<file path="config.mk">
export PLATFORM = sky130hd
export DESIGN_NAME = fifo_uart_tx
export DESIGN_NICKNAME = d
export VERILOG_FILES = /design/src/rtl/fifo_uart_tx.sv
export SDC_FILE = /design/constraint.sdc
export NUM_CORES = 1
export LEC_CHECK = 0
export BUFFER_PORTS_ARGS = -buffer_cell sky130_fd_sc_hd__buf_4
export CORE_UTILIZATION = 49
export CTS_BUF_LIST = sky130_fd_sc_hd__clkbuf_8
export CTS_CLUSTER_SIZE = 14
export DETAILED_ROUTE_END_ITERATION = 6
export GPL_ROUTABILITY_DRIVEN = 0
export PLACE_DENSITY = 0.67
export REMOVE_ABC_BUFFERS = 1
export SLEW_MARGIN = 10
export SYNTH_ARGS = -nofsm -noshare
export SYNTH_HDL_FRONTEND = slang
export SYNTH_SLANG_ARGS = --single-unit
export TNS_END_PERCENT = 10
</file>
<file path="constraint.sdc">
create_clock -name clk -period 3.1 [get_ports clk]
set_clock_uncertainty 0.1 [all_clocks]
set_input_delay 0.31 -clock clk [delete_from_list [all_inputs] [get_ports clk]]
set_output_delay 0.31 -clock clk [all_outputs]
set_load 0.01 [all_outputs]
</file>
<file path="src/rtl/fifo_uart_tx.sv">
// fifo_uart_tx: pops words from a FIFO and sends them as asynchronous serial
// frames (start bit, WIDTH data bits LSB first, optional parity, stop bit).
// Optional feature macro: PARITY_EN adds an even-parity bit before STOP.
module fifo_uart_tx #(
  parameter int WIDTH   = 8,
  parameter int CLK_DIV = 16
) (
  input  logic             clk,
  input  logic             res_n,
  input  logic             tx_en,
  input  logic             empty,
  input  logic [WIDTH-1:0] rdata,
  output logic             shift_out,
  output logic             tx,
  output logic             busy
);

  localparam int IDX_W = (WIDTH > 1) ? $clog2(WIDTH) : 1;
  localparam int CNT_W = (CLK_DIV > 1) ? $clog2(CLK_DIV) : 1;
  localparam logic [IDX_W-1:0] LAST_IDX = IDX_W'(WIDTH - 1);
  localparam logic [CNT_W-1:0] LAST_CNT = CNT_W'(CLK_DIV - 1);

`ifdef PARITY_EN
  typedef enum logic [2:0] {
    IDLE, POP, LOAD, START, DATA, PARITY, STOP
  } state_t;
`else
  typedef enum logic [2:0] {
    IDLE, POP, LOAD, START, DATA, STOP
  } state_t;
`endif

  state_t state, next_state;

  logic [CNT_W-1:0] baud_cnt, baud_nxt;
  logic [IDX_W-1:0] bit_idx, idx_nxt;
  logic [WIDTH-1:0] shreg, shreg_nxt;
  logic             baud_done;
  logic             tx_nxt, busy_nxt, shift_out_nxt;

`ifdef PARITY_EN
  logic par, par_nxt;
`endif

  assign baud_done = (baud_cnt == LAST_CNT);

  // Next-state, counter and shift-register update logic.
  always_comb begin
    next_state = state;
    baud_nxt   = '0;
    idx_nxt    = '0;
    shreg_nxt  = shreg;
`ifdef PARITY_EN
    par_nxt    = par;
`endif
    case (state)
      IDLE: begin
        if (tx_en && !empty) next_state = POP;
      end
      POP: begin
        next_state = LOAD;
      end
      LOAD: begin
        shreg_nxt  = rdata;
`ifdef PARITY_EN
        par_nxt    = ^rdata;
`endif
        next_state = START;
      end
      START: begin
        if (baud_done) next_state = DATA;
        else           baud_nxt   = baud_cnt + CNT_W'(1);
      end
      DATA: begin
        idx_nxt = bit_idx;
        if (baud_done) begin
          shreg_nxt = shreg >> 1;
          if (bit_idx == LAST_IDX) begin
            idx_nxt = '0;
`ifdef PARITY_EN
            next_state = PARITY;
`else
            next_state = STOP;
`endif
          end else begin
            idx_nxt = bit_idx + IDX_W'(1);
          end
        end else begin
          baud_nxt = baud_cnt + CNT_W'(1);
        end
      end
`ifdef PARITY_EN
      PARITY: begin
        if (baud_done) next_state = STOP;
        else           baud_nxt   = baud_cnt + CNT_W'(1);
      end
`endif
      STOP: begin
        if (baud_done) next_state = IDLE;
        else           baud_nxt   = baud_cnt + CNT_W'(1);
      end
      default: begin
        next_state = IDLE;
      end
    endcase
  end

  // Output decode from the upcoming state so the registered outputs line up
  // with the state they describe instead of lagging it by a cycle.
  always_comb begin
    tx_nxt        = 1'b1;
    busy_nxt      = (next_state != IDLE);
    shift_out_nxt = (next_state == POP);
    case (next_state)
      START:   tx_nxt = 1'b0;
      DATA:    tx_nxt = shreg_nxt[0];
`ifdef PARITY_EN
      PARITY:  tx_nxt = par_nxt;
`endif
      default: tx_nxt = 1'b1;
    endcase
  end

  // State, datapath and output registers.
  always_ff @(posedge clk or negedge res_n) begin
    if (!res_n) begin
      state     <= IDLE;
      baud_cnt  <= '0;
      bit_idx   <= '0;
      shreg     <= '0;
      tx        <= 1'b1;
      busy      <= 1'b0;
      shift_out <= 1'b0;
    end else begin
      state     <= next_state;
      baud_cnt  <= baud_nxt;
      bit_idx   <= idx_nxt;
      shreg     <= shreg_nxt;
      tx        <= tx_nxt;
      busy      <= busy_nxt;
      shift_out <= shift_out_nxt;
    end
  end

`ifdef PARITY_EN
  // Parity of the word captured in LOAD.
  always_ff @(posedge clk or negedge res_n) begin
    if (!res_n) par <= 1'b0;
    else        par <= par_nxt;
  end
`endif

endmodule

</file>
==> flow_metrics.env, run 1 <==
export IMPL_crit_path_max_incr_delay_ns=0.39
export IMPL_routed_via_count=730
export IMPL_netlist_area_mm2=0.00101
export IMPL_placement_io_buffers=14
export IMPL_antenna_cells_inserted=0
export IMPL_critical_path_top_delay_family="compound AO/OA/AOI/OAI gates"
export IMPL_grt_overflow_total=0
export IMPL_criticalPathCategory="reg -> reg"
export IMPL_postSynth_asyncResetShare_pct=100
export IMPL_wl_per_cell_um=12.7
export IMPL_p_leak_nw=0.529
export IMPL_ant_nets=0
export IMPL_synth_top_cells_by_area="sky130_fd_sc_hd__dfrtp_1, sky130_fd_sc_hd__nand2_1, sky130_fd_sc_hd__a22oi_1, sky130_fd_sc_hd__ha_1, sky130_fd_sc_hd__a21oi_1"
export IMPL_m1WireLength_um=892
export IMPL_route_top_layer_used="met4"
export IMPL_worstReg2RegStart="baud_cnt[0]"
export IMPL_unrepaired_setup_endpoints_after_global_routing="false"
export IMPL_fp_dieH_um=47.3
export IMPL_cp_buffers_inverters=0
export IMPL_syn_instance_count=94
export IMPL_met3_wire_length_um=56
export IMPL_cts_made_buffers=3
export IMPL_cts_tree="yes"
export IMPL_drt_pass1_iter_count=4
export IMPL_totalNegativeSetupSlack_ns=0
export IMPL_grt_start_max_net_pins=22
export IMPL_final_net_count=126
export IMPL_crit_slowest_cell="sky130_fd_sc_hd__dfrtp_1"
export IMPL_ys_flop_type="sky130_fd_sc_hd__dfrtp_1"
export IMPL_synth_largest_type_area_fraction_pct=49.7
export IMPL_hp_class="in -> reg"
export IMPL_placement_rows=16
export IMPL_first_pass_grt_wire_length_um=2680
export IMPL_core_area_mm2=0.00194
export IMPL_antenna_found_initial=0
export IMPL_min_delay_start="rdata[7]"
export IMPL_synth_lib_cells_used_distinct=32
export IMPL_insertion_delay_ns=0.25
export IMPL_final_setup_viol_count=0
export IMPL_drt_first_iter_violations=15
export IMPL_final_max_slew_viol_count=0
export IMPL_power_density_mw_per_mm2=403
export IMPL_syn_avg_cell_area_um2=10.7
export IMPL_placedCellCount=132
export IMPL_synth_most_common_cell="sky130_fd_sc_hd__dfrtp_1"
export IMPL_initial_core_util_pct=51.9
export IMPL_worst_setup_path_startpoint="baud_cnt[0]"
export IMPL_io_pin_count=15
export IMPL_route_detailed_drc=0
export IMPL_end_kind="register"
export IMPL_h_tree_depth_reported_by_cts=1
export IMPL_place_hpwl_um=1250
export IMPL_status="finished clean"
export IMPL_grt_usage_pct=17.9
export IMPL_rrSetupSlack_ns=1.19
export IMPL_synth_seq_area_share_pct=52.3
export IMPL_crit_path_max_fanout=7
export IMPL_synth_top_area_cell="sky130_fd_sc_hd__dfrtp_1"
export IMPL_cts_num_sinks=21
export IMPL_viasPerCell=5.33
export IMPL_routed_wirelength_um=1740
export IMPL_cts_root_buffer="sky130_fd_sc_hd__clkbuf_8"
export IMPL_layout_drive_gt1_share_pct=22.7
export IMPL_cap_viol_max_count=0
export IMPL_timing_critical_path_cells="ha_1, and3_1, a31oi_4, a221o_1, a211oi_2, a21oi_1"
export IMPL_timing_worst_slew_pin_value_ns=0.458
export IMPL_synth_edff_count=0
export IMPL_timing_hold_violations_final=0
export IMPL_timing_critical_path_required_ns=3.18
export IMPL_area_growth_syn_to_layout_pct=17.3
export IMPL_detailed_route_wirelength_on_metal2_um=743
export IMPL_synth_seq_cells=21
export IMPL_period_needed_ns=1.91
export IMPL_critical_path_arrival_ns=1.99
export IMPL_first_global_vias=622
export IMPL_peakVddDrop_mv=0.287
export IMPL_floorplan_die_area_mm2=0.00224
export IMPL_timing_final_crit_share_pct=61.6
export IMPL_startpoint_type="register"
export IMPL_yosys_warnings=0
export IMPL_clk_pin_slew_worst_paths_ns=0.07
export IMPL_synth_top_cells_by_count="sky130_fd_sc_hd__dfrtp_1, sky130_fd_sc_hd__nand2_1, sky130_fd_sc_hd__a21oi_1, sky130_fd_sc_hd__a22oi_1"
export IMPL_layoutNonFillerInstCount=137
export IMPL_max_slew_margin_pct=69.4
export IMPL_achievable_frequency_mhz=524
export IMPL_die_width_um=47.3
export IMPL_cts_buffer_depth=2
power by group:
part           internal (mW)  total (mW)  switching, mW
sequential             0.280       0.282        0.00256
clock                 0.0881       0.170         0.0820
combinational         0.0139      0.0240         0.0101
cells by family after synthesis:
| group | Yosys count | synth area share, % |
|---|---|---|
| and+or+nand+nor | 44 | 25.6 |
| DFF | 21 | 52.3 |
| AOI/OAI and AO/OA | 20 | 14.8 |
| buffers and inverters | 5 | 2.73 |
| adders and majority gates | 3 | 3.73 |
| xor gates and xnor gates | 1 | 0.870 |
per-layer routing:
layer  vias to the layer above  GRT usage (%)
met3                         5           3.46
met5                         -              0
met2                        13           25.5
li1                        367              -
met4                         0           12.0
met1                       345           24.6
through the flow:
stage | area [um2] | hold slack, ns | utilization [%] | setup slack (ns) | power, mW
finish | 1180 | 0.149 | 60.8 | 1.19 | 0.476
global route | 1180 | 0.150 | 60.8 | 1.06 | 0.497
CTS | 1180 | 0.148 | 60.8 | 1.20 | 0.483
detailed placement | 1130 | 0.108 | 58.0 | 1.22 | 0.311
global placement | 1130 | 0.104 | 58.0 | 1.27 | 0.311
floorplan | 987 | -0.0856 | - | 1.39 | 0.293
what timing repair did:
item	in CTS	in global routing
hold buffers	1	0
resized for setup	0	0
endpoints found under the hold margin	20	0
buffers inserted	0	0
placed cells by master (no fill, tap or decap), drive strengths merged, types with 2 or more instances in the layout:
master	n
a21oi	7
a221o	2
a22oi	5
and3	2
buf	14
clkbuf	3
dfrtp	20
ha	3
inv	3
nand2	17
nand3	2
nand4b	2
nor2	5
nor2b	3
nor3	4
o21ai	3
layout make-up:
class	count	area, um2
Sequential cell	21	527
Clock inverter	1	3.75
Inverter	2	7.51
Tap cell	27	33.8
Multi-Input combinational cell	68	453
Fill cell	174	761
Timing Repair Buffer	15	115
Clock buffer	3	41.3
worst reg2reg max path: stages, from the launching register on:
cell and delay, ns:
sky130_fd_sc_hd__dfrtp_1 0.39, sky130_fd_sc_hd__ha_1 0.23, sky130_fd_sc_hd__and3_1 0.36, sky130_fd_sc_hd__a31oi_4 0.18
sky130_fd_sc_hd__a221o_1 0.37, sky130_fd_sc_hd__a211oi_2 0.15, sky130_fd_sc_hd__a21oi_1 0.06
flip-flops by register name (all words and copies together) (netlist names):
name / count
shreg: 8
busy: 1
baud_cnt: 4
state: 3
bit_idx: 3
tx: 1
shift_out: 1
final timing paths:
| check | to | cells after the start |
|---|---|---|
| setup / recovery | tx | 6 |
| setup reg to reg | tx | 6 |
| hold reg to reg | shreg[4] | 2 |
| min in group asynchronous | bit_idx[0] | 2 |
| max in group asynchronous | tx | 2 |
| hold / removal | shreg[7] | 3 |
No activity file was read; power rests on OpenSTA's default activity.
==> run 2: changes to the inputs <==
clock period = 1.9 ns   (was 3.1 ns; I/O delays follow)
==> run 2 against run 1 <==
  * Via count up 2.1%
  * Register-to-register slack worse by 1.0 ns
  * Non-clock buffer count up 4
  * Critical endpoint is now busy
==> flow_metrics.env, run 2 (synthesis gave the netlist of run 1 again) <==
export IMPL_first_pass_grt_wire_length_um=2780
export IMPL_criticalPathCategory="reg -> reg"
export IMPL_cts_made_buffers=3
export IMPL_reg_area_um2=527
export IMPL_routed_wirelength_um=1890
export IMPL_timing_hold_ws_ns=0.0361
export IMPL_final_setup_viol_count=0
export IMPL_end_kind="register"
export IMPL_achievable_frequency_mhz=569
export IMPL_area_growth_syn_to_layout_pct=20.7
export IMPL_cts_buffer_depth=2
export IMPL_critical_path_arrival_ns=1.80
export IMPL_reg_largest_list="shreg (8), baud_cnt (4)"
export IMPL_nFillCells=174
export IMPL_timing_worst_slew_pin_value_ns=0.355
export IMPL_routed_via_count=745
export IMPL_timing_final_crit_share_pct=92.5
export IMPL_first_global_vias=668
export IMPL_hold_end="shreg[7]"
export IMPL_peakVddDrop_mv=0.482
export IMPL_cts_root_buffer="sky130_fd_sc_hd__clkbuf_8"
export IMPL_layout_commonest_cell="sky130_fd_sc_hd__dfrtp_1"
export IMPL_max_slew_margin_pct=76.3
export IMPL_layout_setup_ws_ns=0.143
export IMPL_reg2reg_depth=6
export IMPL_placement_setup_slack_ns=0.0207
export IMPL_min_delay_start="rdata[7]"
export IMPL_grt_start_max_net_pins=22
export IMPL_die_width_um=47.3
export IMPL_placement_rows=16
export IMPL_ant_nets=0
export IMPL_p_leak_nw=0.553
export IMPL_clockPowerShare_pct=35.9
export IMPL_timing_critical_path_required_ns=1.94
export IMPL_fp_dieH_um=47.3
export IMPL_crit_path_max_fanout=7
export IMPL_drt_first_iter_violations=17
export IMPL_p_int_mw=0.623
export IMPL_grt_usage_pct=18.4
export IMPL_multi_input_area_um2=458
export IMPL_regMostFlops="shreg"
export IMPL_flip_flop_count_of_the_largest_register_after_layout=8
export IMPL_floorplan_die_area_mm2=0.00224
export IMPL_combinationalPowerShare_pct=5.1
export IMPL_viasPerCell=5.28
export IMPL_h_tree_depth_reported_by_cts=1
export IMPL_utilization_pct=62.6
export IMPL_route_detailed_drc=0
export IMPL_wl_per_cell_um=13.4
export IMPL_cts_tree="yes"
export IMPL_unrepaired_setup_endpoints_after_global_routing="false"
export IMPL_io_pin_count=15
export IMPL_cap_viol_max_count=0
export IMPL_min_path_cells=3
export IMPL_startpoint_type="register"
export IMPL_swShare_pct=20.2
export IMPL_core_area_mm2=0.00194
export IMPL_place_hpwl_um=1380
export IMPL_total_switching_power_mw=0.158
export IMPL_placement_io_buffers=14
export IMPL_critical_r2r_capture="busy"
export IMPL_worstReg2RegStart="baud_cnt[0]"
export IMPL_layout_drive_gt1_share_pct=26.3
export IMPL_rrSetupSlack_ns=0.14
export IMPL_p_seq_share_pct=59.0
export IMPL_final_net_count=130
export IMPL_status="finished clean"
export IMPL_cts_setup_buffers=0
export IMPL_totalNegativeSetupSlack_ns=0
export IMPL_hp_class="in -> reg"
export IMPL_clk_pin_slew_worst_paths_ns=0.07
export IMPL_grt_overflow_total=0
export IMPL_drt_pass1_iter_count=4
export IMPL_antenna_found_initial=0
export IMPL_initial_core_util_pct=51.9
export IMPL_period_needed_ns=1.76
export IMPL_power_density_mw_per_mm2=642
export IMPL_final_cell_mix="sky130_fd_sc_hd__dfrtp_1, sky130_fd_sc_hd__buf_4, sky130_fd_sc_hd__nand2_1"
export IMPL_final_max_slew_viol_count=0
export IMPL_antenna_cells_inserted=0
export IMPL_insertion_delay_ns=0.26
export IMPL_timing_hold_violations_final=0
export IMPL_cts_num_sinks=21
[run 2: cell count changes in the layout (fill, tap and decap cells not counted), sizes merged]
cell / previous run / this run
buf: 14 / 18
[run 2: how the worst max path moves through the flow]
stage	from	to	slack (ns)	depth (start not counted)
global route	baud_cnt[0]	busy	0.02	6
global placement	baud_cnt[0]	busy	0.09	6
CTS	baud_cnt[0]	busy	0.004	6
detailed placement	baud_cnt[0]	busy	0.02	6
finish	baud_cnt[0]	busy	0.14	6
floorplan	baud_cnt[0]	busy	0.19	6
[run 2: metrics by stage]
| stage | instance area, um2 | power, mW | cells |
|---|---|---|---|
| finish | 1220 | 0.780 | 141 |
| global route | 1220 | 0.818 | 141 |
| CTS | 1210 | 0.795 | 141 |
| detailed placement | 1160 | 0.508 | 136 |
| global placement | 1160 | 0.507 | 136 |
| floorplan | 987 | 0.478 | 91 |
[run 2: power by group through the flow]
stage	sequential, mW	combinational [mW]	clock, mW
2_1_floorplan	0.468	0.00908	0
5_1_grt	0.461	0.0449	0.312
4_1_cts	0.460	0.0407	0.294
3_3_place_gp	0.469	0.0382	0
3_5_place_dp	0.469	0.0388	0
6_report	0.461	0.0395	0.280
[run 2: critical path, cell delays in order (launching register included)]
cell and delay (ns):
sky130_fd_sc_hd__dfrtp_1 0.39, sky130_fd_sc_hd__ha_1 0.25, sky130_fd_sc_hd__and3_4 0.26, sky130_fd_sc_hd__nand2_1 0.10, sky130_fd_sc_hd__nand2_1 0.12, sky130_fd_sc_hd__o21ai_1 0.08, sky130_fd_sc_hd__or3_1 0.34
[run 2: timing repair]
item | 4_1_cts | 5_1_grt
endpoints found under the hold margin | 21 | 0
hold buffers | 1 | 0
resized for setup | 0 | 2
endpoints found under the setup margin | 0 | 2
[run 2: layer usage]
| layer | vias to the layer above | wire length [um] | global-route usage (%) |
|---|---|---|---|
| met1 | 354 | 907 | 24.3 |
| met2 | 13 | 903 | 29.0 |
| met4 | 0 | 25 | 6.86 |
| met3 | 6 | 55 | 4.62 |
| met5 | - | 0 | 0 |
| li1 | 372 | - | - |
[run 2: final cells by class]
cell class | instances | area share, %
Clock buffer | 3 | 3.40
Clock inverter | 1 | 0.309
Inverter | 2 | 0.617
Multi-Input combinational cell | 68 | 37.7
Sequential cell | 21 | 43.3
Tap cell | 27 | 2.78
Timing Repair Buffer | 19 | 11.9
==> run 3: changes to the inputs <==
CELL_PAD_IN_SITES_DETAIL_PLACEMENT = 0   (was unset)
CELL_PAD_IN_SITES_GLOBAL_PLACEMENT = 2   (was unset)
CORE_UTILIZATION = 37   (was 49)
PLACE_DENSITY = 0.77   (was 0.67)
==> run 3 against run 2 <==
  * Cell count is 2.1% higher
  * Non-clock buffer count unchanged
  * Via count is 2.1% lower
  * Design area up 0.31%
  * Die area up 31%
==> flow_metrics.env, run 3 (synthesis gave the netlist of run 1 again) <==
export IMPL_fp_dieH_um=54.2
export IMPL_cts_made_buffers=3
export IMPL_routed_via_count=729
export IMPL_clk_pin_slew_worst_paths_ns=0.08
export IMPL_achievable_frequency_mhz=564
export IMPL_startpoint_type="register"
export IMPL_drt_first_iter_violations=8
export IMPL_antenna_found_initial=0
export IMPL_p_leak_nw=0.553
export IMPL_detailed_route_wirelength_on_metal2_um=890
export IMPL_reg_largest_list="shreg (8), baud_cnt (4)"
export IMPL_floorplan_die_area_mm2=0.00293
export IMPL_timing_critical_path_required_ns=1.94
export IMPL_timing_hold_ws_ns=0.0285
export IMPL_flip_flop_count_of_the_largest_register_after_layout=8
export IMPL_wl_per_cell_um=13.1
export IMPL_end_kind="register"
export IMPL_criticalPathCategory="reg -> reg"
export IMPL_layout_drive_gt1_share_pct=26.3
export IMPL_initial_core_util_pct=39.9
export IMPL_timing_hold_violations_final=0
export IMPL_placement_rows=18
export IMPL_routed_wirelength_um=1890
export IMPL_status="finished clean"
export IMPL_core_area_mm2=0.00252
export IMPL_power_density_mw_per_mm2=643
export IMPL_met3_wire_length_um=60
export IMPL_final_max_slew_viol_count=0
export IMPL_grt_start_max_net_pins=22
export IMPL_die_width_um=54.2
export IMPL_layout_commonest_cell="sky130_fd_sc_hd__dfrtp_1"
export IMPL_drt_pass1_iter_count=4
export IMPL_grt_overflow_total=0
export IMPL_peakVddDrop_mv=0.394
export IMPL_io_pin_count=15
export IMPL_viasPerCell=5.06
export IMPL_route_detailed_drc=0
export IMPL_unrepaired_setup_endpoints_after_global_routing="false"
export IMPL_first_global_vias=694
export IMPL_period_needed_ns=1.77
export IMPL_final_cell_mix="sky130_fd_sc_hd__dfrtp_1, sky130_fd_sc_hd__buf_4, sky130_fd_sc_hd__nand2_1"
export IMPL_regMostFlops="shreg"
export IMPL_cts_tree="yes"
export IMPL_final_net_count=130
export IMPL_ant_nets=0
export IMPL_hp_class="in -> reg"
export IMPL_totalNegativeSetupSlack_ns=0
export IMPL_area_growth_syn_to_layout_pct=21.1
export IMPL_cts_buffer_depth=2
export IMPL_route_top_layer_used="met4"
export IMPL_timing_final_crit_share_pct=93.3
export IMPL_antenna_cells_inserted=0
export IMPL_max_slew_margin_pct=75.7
export IMPL_cts_root_buffer="sky130_fd_sc_hd__clkbuf_8"
export IMPL_cts_num_sinks=21
export IMPL_timing_worst_slew_pin_value_ns=0.365
export IMPL_final_setup_viol_count=0
export IMPL_place_hpwl_um=1350
export IMPL_m1WireLength_um=928
export IMPL_insertion_delay_ns=0.26
export IMPL_grt_usage_pct=15.3
export IMPL_critical_path_arrival_ns=1.81
export IMPL_crit_path_max_fanout=7
export IMPL_cap_viol_max_count=0
export IMPL_placement_io_buffers=14
export IMPL_first_pass_grt_wire_length_um=3120
export IMPL_h_tree_depth_reported_by_cts=1
run 3: routing by layer:
metal / up-vias / global-route usage [%]
met3: 2 / 2.82
met5: - / 0
met1: 339 / 20.2
met2: 12 / 23.8
met4: 0 / 7.69
li1: 376 / -
run 3: through the flow:
stage | std cells | utilization (%) | cell area (um2) | power [mW] | setup slack (ns)
after detailed placement | 139 | 46.0 | 1160 | 0.508 | 0.0150
final | 144 | 48.4 | 1220 | 0.785 | 0.128
after CTS | 144 | 48.2 | 1220 | 0.797 | 0.0806
after floorplan | 91 | - | 987 | 0.478 | 0.189
after global routing | 144 | 48.4 | 1220 | 0.822 | 0.0106
after global placement | 139 | 46.0 | 1160 | 0.507 | 0.0667
run 3: cell type report:
cell class	count	area, um2
clock buffer	3	41.3
clock inverter	1	3.75
fill	244	1300
inverter	2	7.51
multi-input combinational	68	458
sequential	21	527
tap	30	37.5
timing repair buffer	19	145
run 3: worst max-delay path, stage by stage, from the launching register on:
cell                      delay [ns]
sky130_fd_sc_hd__dfrtp_1        0.39
sky130_fd_sc_hd__ha_1           0.24
sky130_fd_sc_hd__and3_4         0.26
sky130_fd_sc_hd__nand2_1        0.10
sky130_fd_sc_hd__nand2_1        0.13
sky130_fd_sc_hd__o21ai_1        0.09
sky130_fd_sc_hd__or3_1          0.35
run 3: path summary, 6_finish.rpt:
check	from	to	slack [ns]	cells past startpoint
max	baud_cnt[0]	busy	0.13	6
min	rdata[7]	shreg[7]	0.03	3
min in group asynchronous	res_n	bit_idx[0]	0.24	2
max in group asynchronous	res_n	tx	1.18	2
max reg2reg	baud_cnt[0]	busy	0.13	6
min reg2reg	shreg[1]	shreg[1]	0.38	2
run 3: repair_timing:
item,4_1_cts,5_1_grt
gates resized for setup,1,1
hold buffers,1,0
setup buffers,0,0
pin swaps,0,0
endpoints found under the setup margin,1,1
hold endpoints to repair,21,0
gates cloned,0,0
run 3: where the power goes:
| group | switching (mW) | leakage (nW) | internal [mW] |
|---|---|---|---|
| clock network | 0.142 | 0.0269 | 0.144 |
| registers | 0.00400 | 0.240 | 0.456 |
| logic | 0.0166 | 0.285 | 0.0227 |
| total | 0.162 | 0.553 | 0.622 |
